File: config.mk
export PLATFORM = sky130hd
export DESIGN_NAME = ram_bus_ctrl
export DESIGN_NICKNAME = d
export VERILOG_FILES = /design/src/rtl/nibbler_bus_pkg.sv /design/src/rtl/ram_bus_timer.sv /design/src/rtl/ram_bus_ctrl.sv
export SDC_FILE = /design/constraint.sdc
export NUM_CORES = 1
export LEC_CHECK = 0
export CAP_MARGIN = 15
export CORE_MARGIN = 2
export CORE_UTILIZATION = 39
export CTS_BUF_LIST = sky130_fd_sc_hd__clkbuf_4 sky130_fd_sc_hd__clkbuf_8
export CTS_CLUSTER_SIZE = 10
export DETAILED_ROUTE_END_ITERATION = 10
export GPL_TIMING_DRIVEN = 0
export PLACE_DENSITY = 0.84
export SLEW_MARGIN = 20
export SYNTH_ARGS = -nofsm -noshare
export SYNTH_HDL_FRONTEND = slang
export SYNTH_SLANG_ARGS = --single-unit
File: constraint.sdc
create_clock -name clk -period 1.59 [get_ports clk]
set_input_delay 0.318 -clock clk [delete_from_list [all_inputs] [get_ports clk]]
set_output_delay 0.318 -clock clk [all_outputs]
set_load 0.02 [all_outputs]
File: src/rtl/nibbler_bus_pkg.sv
// Shared types and constants for the Nibbler RAM bus sequencer.
package nibbler_bus_pkg;
  localparam int   BUS_CNT_W  = 4;
  localparam logic STROBE_ON  = 1'b0;
  localparam logic STROBE_OFF = 1'b1;

  typedef enum logic [2:0] {
    IDLE, W_SETUP, W_STROBE, W_HOLD, R_ACCESS, TURN
  } bus_state_t;

  // Phase lengths are counted down to zero, so N cycles load N-1.
  function automatic logic [BUS_CNT_W-1:0] cyc_load(input int n);
    return BUS_CNT_W'(n - 1);
  endfunction
endpackage

File: src/rtl/ram_bus_timer.sv
// Loadable down-counter with zero flag; times every wait phase of the bus FSM.
module ram_bus_timer
  import nibbler_bus_pkg::*;
(
  input  logic                 clk,
  input  logic                 reset,
  input  logic                 load,
  input  logic [BUS_CNT_W-1:0] load_val,
  output logic                 zero
);
  logic [BUS_CNT_W-1:0] cnt;

  always_ff @(posedge clk or posedge reset) begin
    if (reset)            cnt <= '0;
    else if (load)        cnt <= load_val;
    else if (cnt != '0)   cnt <= cnt - 1'b1;
  end

  assign zero = (cnt == '0);
endmodule

File: src/rtl/ram_bus_ctrl.sv
// Shared 4-bit RAM bus sequencer: Moore strobes keep driver and RAM off the bus together.
// Define RAM_BUS_CTRL_TURN_EN to insert a one-cycle TURN state after every read.
module ram_bus_ctrl
  import nibbler_bus_pkg::*;
#(
  parameter int ADDR_W     = 12,
  parameter int DATA_W     = 4,
  parameter int SETUP_CYC  = 1,
  parameter int HOLD_CYC   = 1,
  parameter int ACCESS_CYC = 2
) (
  input  logic              clk,
  input  logic              reset,
  input  logic              req_valid,
  output logic              req_ready,
  input  logic              req_we,
  input  logic [ADDR_W-1:0] req_addr,
  input  logic [DATA_W-1:0] req_wdata,
  output logic              rsp_valid,
  output logic [DATA_W-1:0] rsp_rdata,
  output logic [ADDR_W-1:0] mem_addr,
  output logic              mem_we_n,
  output logic              mem_oe_n,
  output logic [DATA_W-1:0] drv_data,
  output logic              drv_en_n,
  input  logic [DATA_W-1:0] bus_in
);
  if (SETUP_CYC < 1 || SETUP_CYC > 15 || HOLD_CYC < 1 || HOLD_CYC > 15 ||
      ACCESS_CYC < 1 || ACCESS_CYC > 15) begin : g_bad_param
    $error("ram_bus_ctrl: SETUP_CYC, HOLD_CYC and ACCESS_CYC must be in 1..15");
  end

  bus_state_t           state, state_nxt;
  logic                 load, cnt_zero;
  logic [BUS_CNT_W-1:0] load_val;
  logic                 accept;

  assign accept = req_valid && (state == IDLE);

  ram_bus_timer u_timer (
    .clk      (clk),
    .reset    (reset),
    .load     (load),
    .load_val (load_val),
    .zero     (cnt_zero)
  );

  always_comb begin
    state_nxt = state;
    load      = 1'b0;
    load_val  = '0;
    case (state)
      IDLE: if (req_valid) begin
        load = 1'b1;
        if (req_we) begin
          state_nxt = W_SETUP;
          load_val  = cyc_load(SETUP_CYC);
        end else begin
          state_nxt = R_ACCESS;
          load_val  = cyc_load(ACCESS_CYC);
        end
      end
      W_SETUP:  if (cnt_zero) state_nxt = W_STROBE;
      W_STROBE: begin
        state_nxt = W_HOLD;
        load      = 1'b1;
        load_val  = cyc_load(HOLD_CYC);
      end
      W_HOLD:   if (cnt_zero) state_nxt = IDLE;
`ifdef RAM_BUS_CTRL_TURN_EN
      R_ACCESS: if (cnt_zero) state_nxt = TURN;
`else
      R_ACCESS: if (cnt_zero) state_nxt = IDLE;
`endif
      default:  state_nxt = IDLE;
    endcase
  end

  always_ff @(posedge clk or posedge reset) begin
    if (reset) begin
      state     <= IDLE;
      mem_addr  <= '0;
      drv_data  <= '0;
      rsp_rdata <= '0;
      rsp_valid <= 1'b0;
    end else begin
      state     <= state_nxt;
      // Registered so the pulse lands in TURN or the first IDLE cycle alike.
      rsp_valid <= (state == R_ACCESS) && cnt_zero;
      if ((state == R_ACCESS) && cnt_zero) rsp_rdata <= bus_in;
      if (accept) begin
        mem_addr <= req_addr;
        drv_data <= req_wdata;
      end
    end
  end

  assign req_ready = (state == IDLE);
  assign drv_en_n  = (state == W_SETUP || state == W_STROBE || state == W_HOLD) ? STROBE_ON : STROBE_OFF;
  assign mem_we_n  = (state == W_STROBE) ? STROBE_ON : STROBE_OFF;
  assign mem_oe_n  = (state == R_ACCESS) ? STROBE_ON : STROBE_OFF;
endmodule
### Word level (Yosys, flattened, before mapping)

Cells that the tools add are included.

| operators by class | value |
|---|---|
| equal/unequal tests | 7 |
| mux-type cells | 15 |
| add/subtract/negate cells | 1 |
| reductions and logical operators | 10 |

Operators with widths:

| operator | count |
|---|---|
| 2-to-1 mux 3 bit | 4 |
| one-hot mux 3 bit (4 select lines) | 1 |
| 2-to-1 mux 4 bit | 2 |
| 2-to-1 mux 1 bit | 7 |
| equality test 3 x 2 -> 1 bit, second input constant | 2 |
| logical NOT 4 bit | 1 |
| != test 2 bit, second input constant | 2 |
| nonzero test 4 bit | 1 |
| subtractor 4 x 1 -> 4 bit, second input constant | 1 |
| equality test 3 x 1 -> 1 bit, second input constant | 1 |
| equality test 3 bit, second input constant | 1 |
| logical NOT 3 bit | 1 |
| AND reduction 3 bit | 1 |
| logical AND 1 bit | 2 |
| logical OR 1 bit | 2 |
| != test 2 x 1 -> 1 bit, second input constant | 1 |
| one-hot mux 1 bit (2 select lines) | 1 |
| nonzero test 2 bit | 1 |
| OR reduction 2 bit | 1 |

| storage, ports and cells | value |
|---|---|
| logic and storage cells | 39 |
| register bits | 28 |
| input port bits | 24 |

### Longest topological paths before layout

Gate-level depths: netlist (run 1).

| depth | value |
|---|---|
| word-level depth | 4 |
| depth in mapped cells | 5 |

### Cells and area by module

A second synthesis (run 1) with hierarchy kept.

| second synthesis, totals | value |
|---|---|
| cells, all modules | 92 |
| area, all modules | 1,290.0 um2 |

Modules (own cells, without submodules):

| module | area each (um2) | instances | cells an instance |
|---|---|---|---|
| ram_bus_ctrl | 1,053.5 | 1 | 69 |
| ram_bus_timer | 236.5 | 1 | 23 |

### Least setup slack after synthesis (run 1)

No wires, ideal clock.

| timing | value |
|---|---|
| path kind | flip-flop to flip-flop |
| from | reg state[0] |
| to | reg drv_data[0] |
| setup time | 0.127 ns |
| buffers on the path | 2 |
| cell stages (with the launch flop) | 5 |
| period minus slack after synthesis | 1.606 ns |
| data required time | 1.463 ns |
| arrival time | 1.478 ns |
| path slack | -0.016 ns |
| cell sequence | dfrtp_1 buf_2 nor4b_4 buf_6 mux2_1 |

| between the ends | value |
|---|---|
| word-level cells in the longest chain between the ends | 2 |

Ends and longest elaborated chain:

| what | line | source |
|---|---|---|
| start, declared | ram_bus_ctrl.sv:33 | `bus_state_t state, state_nxt;` |
| start signal, assigned | ram_bus_ctrl.sv:87 | `state <= state_nxt;` |
| logical NOT 3 bit | ram_bus_ctrl.sv:38 | `assign accept = req_valid && (state == IDLE);` |
| logical AND 1 bit | ram_bus_ctrl.sv:38 |  |
| end signal, assigned | ram_bus_ctrl.sv:93 | `drv_data <= req_wdata;` |
| end, declared | ram_bus_ctrl.sv:24 | `output logic [DATA_W-1:0] drv_data,` |

Every way passes these cells.
A chain may end at the register's enable or synchronous reset.

### Worst setup path in the final report (run 1)

| timing | value |
|---|---|
| from | reg state[2] |
| to | reg mem_addr[6] |

| between the ends | value |
|---|---|
| word-level cells in the longest chain between the ends | 2 |

Ends and longest elaborated chain:

| what | line | source |
|---|---|---|
| logical NOT 3 bit | ram_bus_ctrl.sv:38 |  |
| logical AND 1 bit | ram_bus_ctrl.sv:38 |  |
| end signal, assigned | ram_bus_ctrl.sv:92 | `mem_addr <= req_addr;` |
| end, declared | ram_bus_ctrl.sv:21 | `output logic [ADDR_W-1:0] mem_addr,` |

Every way passes these cells.

==> impl_metrics.csv, run 1 <==
group,metric,value,unit
timing,slew_violations,0,
critical_path,endpoint_kind,"flip-flop",
global_routing,grt_pass1_wl,4300,um
clock_network,cts_made_buffers,3,
placement,place_area,1700,sq um
layout,final_cell_mix,"dfrtp_1, clkdlybuf4s50_1, dlygate4sd2_1",
floorplanning,die_area,3460,sq um
timing,relSlewSlack,62.7,%
clock_network,cts_buffer_depth,2,
critical_path,worstSetupPathType,"flip-flop to flip-flop",
critical_path,r2r_setup_slack,-0.04,ns
global_routing,antenna_found_initial,0,
yosys,syn_nets,110,
yosys,synth_top_area_cell,"dfrtp_1",
outcome,outcome,"finished, violations left",
yosys,synth_edf_count,0,
timing,rsz0062_at_grt,"true",
yosys,avgSynthCellArea,13.8,sq um
clock_network,clk_pin_slew_worst_paths,0.16,ns
clock_network,cts-root-buf,"clkbuf_4",
yosys,syn-instance-count,85,
layout,layout_commonest_cell,"dfrtp_1",
power_and_ir_drop,powerDensity,1980,nW/um^2
timing,fin_hold_ws,0.321,ns
job,max_cap_violations,0,
route,ant_nets,0,
outcome,violations,"DRC, setup timing",
global_routing,first_global_vias,926,
floorplanning,rows,19,
floorplanning,die_w,58.8,um
layout,fill_cells,191,
yosys,synth_seq_area_share,59.8,%
layout,final_nets,177,
critical_path,crit_arrival,1.88,ns
critical_path,crit_path_start_kind,"flip-flop",
critical_path,path_common_cell,"buf_4",
yosys,synth_seq_cells,28,
global_routing,overflow,0,
layout,drive_above_1_share,31.8,%
timing,timing.fmax,0.612,GHz
yosys,synth.area.top_cells,"dfrtp_1, mux2_1, mux2_2",
route,wirelength,3020,um
clock_network,htreeDepth,1,
floorplanning,pin_count,49,
critical_path,worst-path-buf-inv,3,
critical_path,crit_slowest_cell,"dfrtp_1",
yosys,async_flop_share,100,%
route,wl_per_cell,16.6,um
yosys,synth_cell_types,24,
floorplanning,die_h,58.8,um
layout,regArea,701,sq um
timing,setup-violations-final,17,
floorplanning,core_area,2810,sq um
clock_network,hold_buffers,0,
power_and_ir_drop,leakage,0.871,nW
global_routing,grt_max_degree,29,
yosys,synth_ff_type,"dfrtp_1",
critical_path,critPathMaxStageDelay,0.44,ns
clock_network,cts_sinks,28,
clock_network,clk_latency,0.34,ns
route,firstDrtPassIters,7,
placement,io_buffer_count,48,
placement,hpwlAfterDp,1850,um
yosys,syn-cell-area,1170,sq um
global_routing,grtUsageTotal,16.9,%
layout,final_area,1920,sq um
route,first_iter_violations,10,
placement,place_congestion,0.759,
route,vias_per_cell,5.08,
timing,layout_setup_ws,-0.0449,ns
layout,area_growth,63.9,%
timing,fin_skew,0.00716,ns
route,vias,925,
yosys,yosys_warnings,0,
timing,fin_crit_sh,103,%
critical_path,critPathTopFamily,"buffers and inverters",
min_path,min_path_type,"primary input to asynchronous set/reset pin",
power_and_ir_drop,ir_worst_vdd,1.31,mV
clock_network,cts_tree,"yes",
layout,multi_input_area,492,sq um
critical_path,path_max_fanout,6,
critical_path,crit_path_cell_trace,"buf_4, nor4b_4, buf_4, buf_6, mux2_2",
route,drc,2,
layout,num_antenna_cells,0,
yosys,synth_top_area_share,59.8,%
critical_path,required,1.84,ns
floorplanning,start_util,41.7,%
timing,tightest_slew,0.559,ns
timing,layout_min_cycle_time,1.63,ns
timing,hold_viol_final,0,
worst paths after layout:
check	cells after the start	from	to
max	5	state[2]	mem_addr[6]
min	2	reset	mem_addr[5]
max reg2reg	5	state[2]	mem_addr[6]
min reg2reg	1	mem_addr[3]	mem_addr[3]
max in group asynchronous	2	reset	state[0]
min in group clk	1	mem_addr[3]	mem_addr[3]
cell families (layout without fill, tap and decap cells):
group / count (synthesis) / count (layout) / synth area share, %
AO/OA/AOI/OAI: 6 / 6 / 3.85
XOR/XNOR: 3 / 3 / 2.24
multiplexers: 20 / 20 / 19.2
adder cells (fa/ha/maj): 1 / 1 / 1.07
buffers and inverters: 8 / 74 / 3.42
AND/OR/NAND/NOR: 19 / 19 / 10.4
flip-flops: 28 / 28 / 59.8
sequential cells by signal, summed over array words and instances, names as in the netlist:
name,cells
rsp_rdata,4
state,3
rsp_valid,1
mem_addr,12
drv_data,4
u_timer.cnt,4
per-stage QoR:
stage	worst slack [ns]	utilization (%)	power (mW)	cells	setup TNS (ns)
5_1_grt	-0.0807	68.4	4.01	182	-1.31
3_5_place_dp	-0.467	60.5	3.10	164	-8.22
3_3_place_gp	-0.423	60.5	3.02	164	-6.85
6_report	-0.0449	68.4	3.80	182	-0.435
4_1_cts	-0.0956	63.6	3.49	175	-0.159
2_1_floorplan	0.00379	-	2.28	85	0
synth_stat cells (2+ instances only):
master / instances
mux2_2: 10
inv_1: 4
dfrtp_1: 28
xnor2_1: 3
mux2_1: 10
a211oi_1: 2
nor2_1: 4
nor3_1: 5
buf_2: 2
nand2_1: 3
where the power goes:
group | internal (mW) | switching, mW
logic | 1.04 | 1.04
registers | 1.05 | 0.186
clock network | 0.255 | 0.224
total | 2.35 | 1.45
what timing repair did:
action	in CTS	in global routing
endpoints found under the setup margin	45	26
buffers inserted	7	6
cloned	0	1
pin swaps	3	1
gates resized for setup	46	22
cell type report:
class | instances | share of cell area, %
inverters | 4 | 0.782
well taps | 31 | 2.02
repair buffers | 62 | 29.8
clock buffers | 3 | 1.17
clock inverters | 1 | 1.56
multi-input cells | 49 | 25.6
plain buffers | 4 | 2.54
flip-flops and latches | 28 | 36.5
per-layer routing:
metal	share of wire [%]	GRT usage (%)	up-vias
met4	1.5	6.82	0
met5	0	0	-
li1	-	-	430
met3	7.4	5.27	4
met1	38	20.8	449
met2	53	27.6	42
(Power assumes the default switching activity.)
==> run 2, diff against run 1 <==
- ABC_CLOCK_PERIOD_IN_PS: default -> 1590
- CAP_MARGIN: 15 -> default
- GPL_ROUTABILITY_DRIVEN: default -> 0
==> results of run 2 <==
No change in the layout: final DEF, timing and power equal those of run 1.
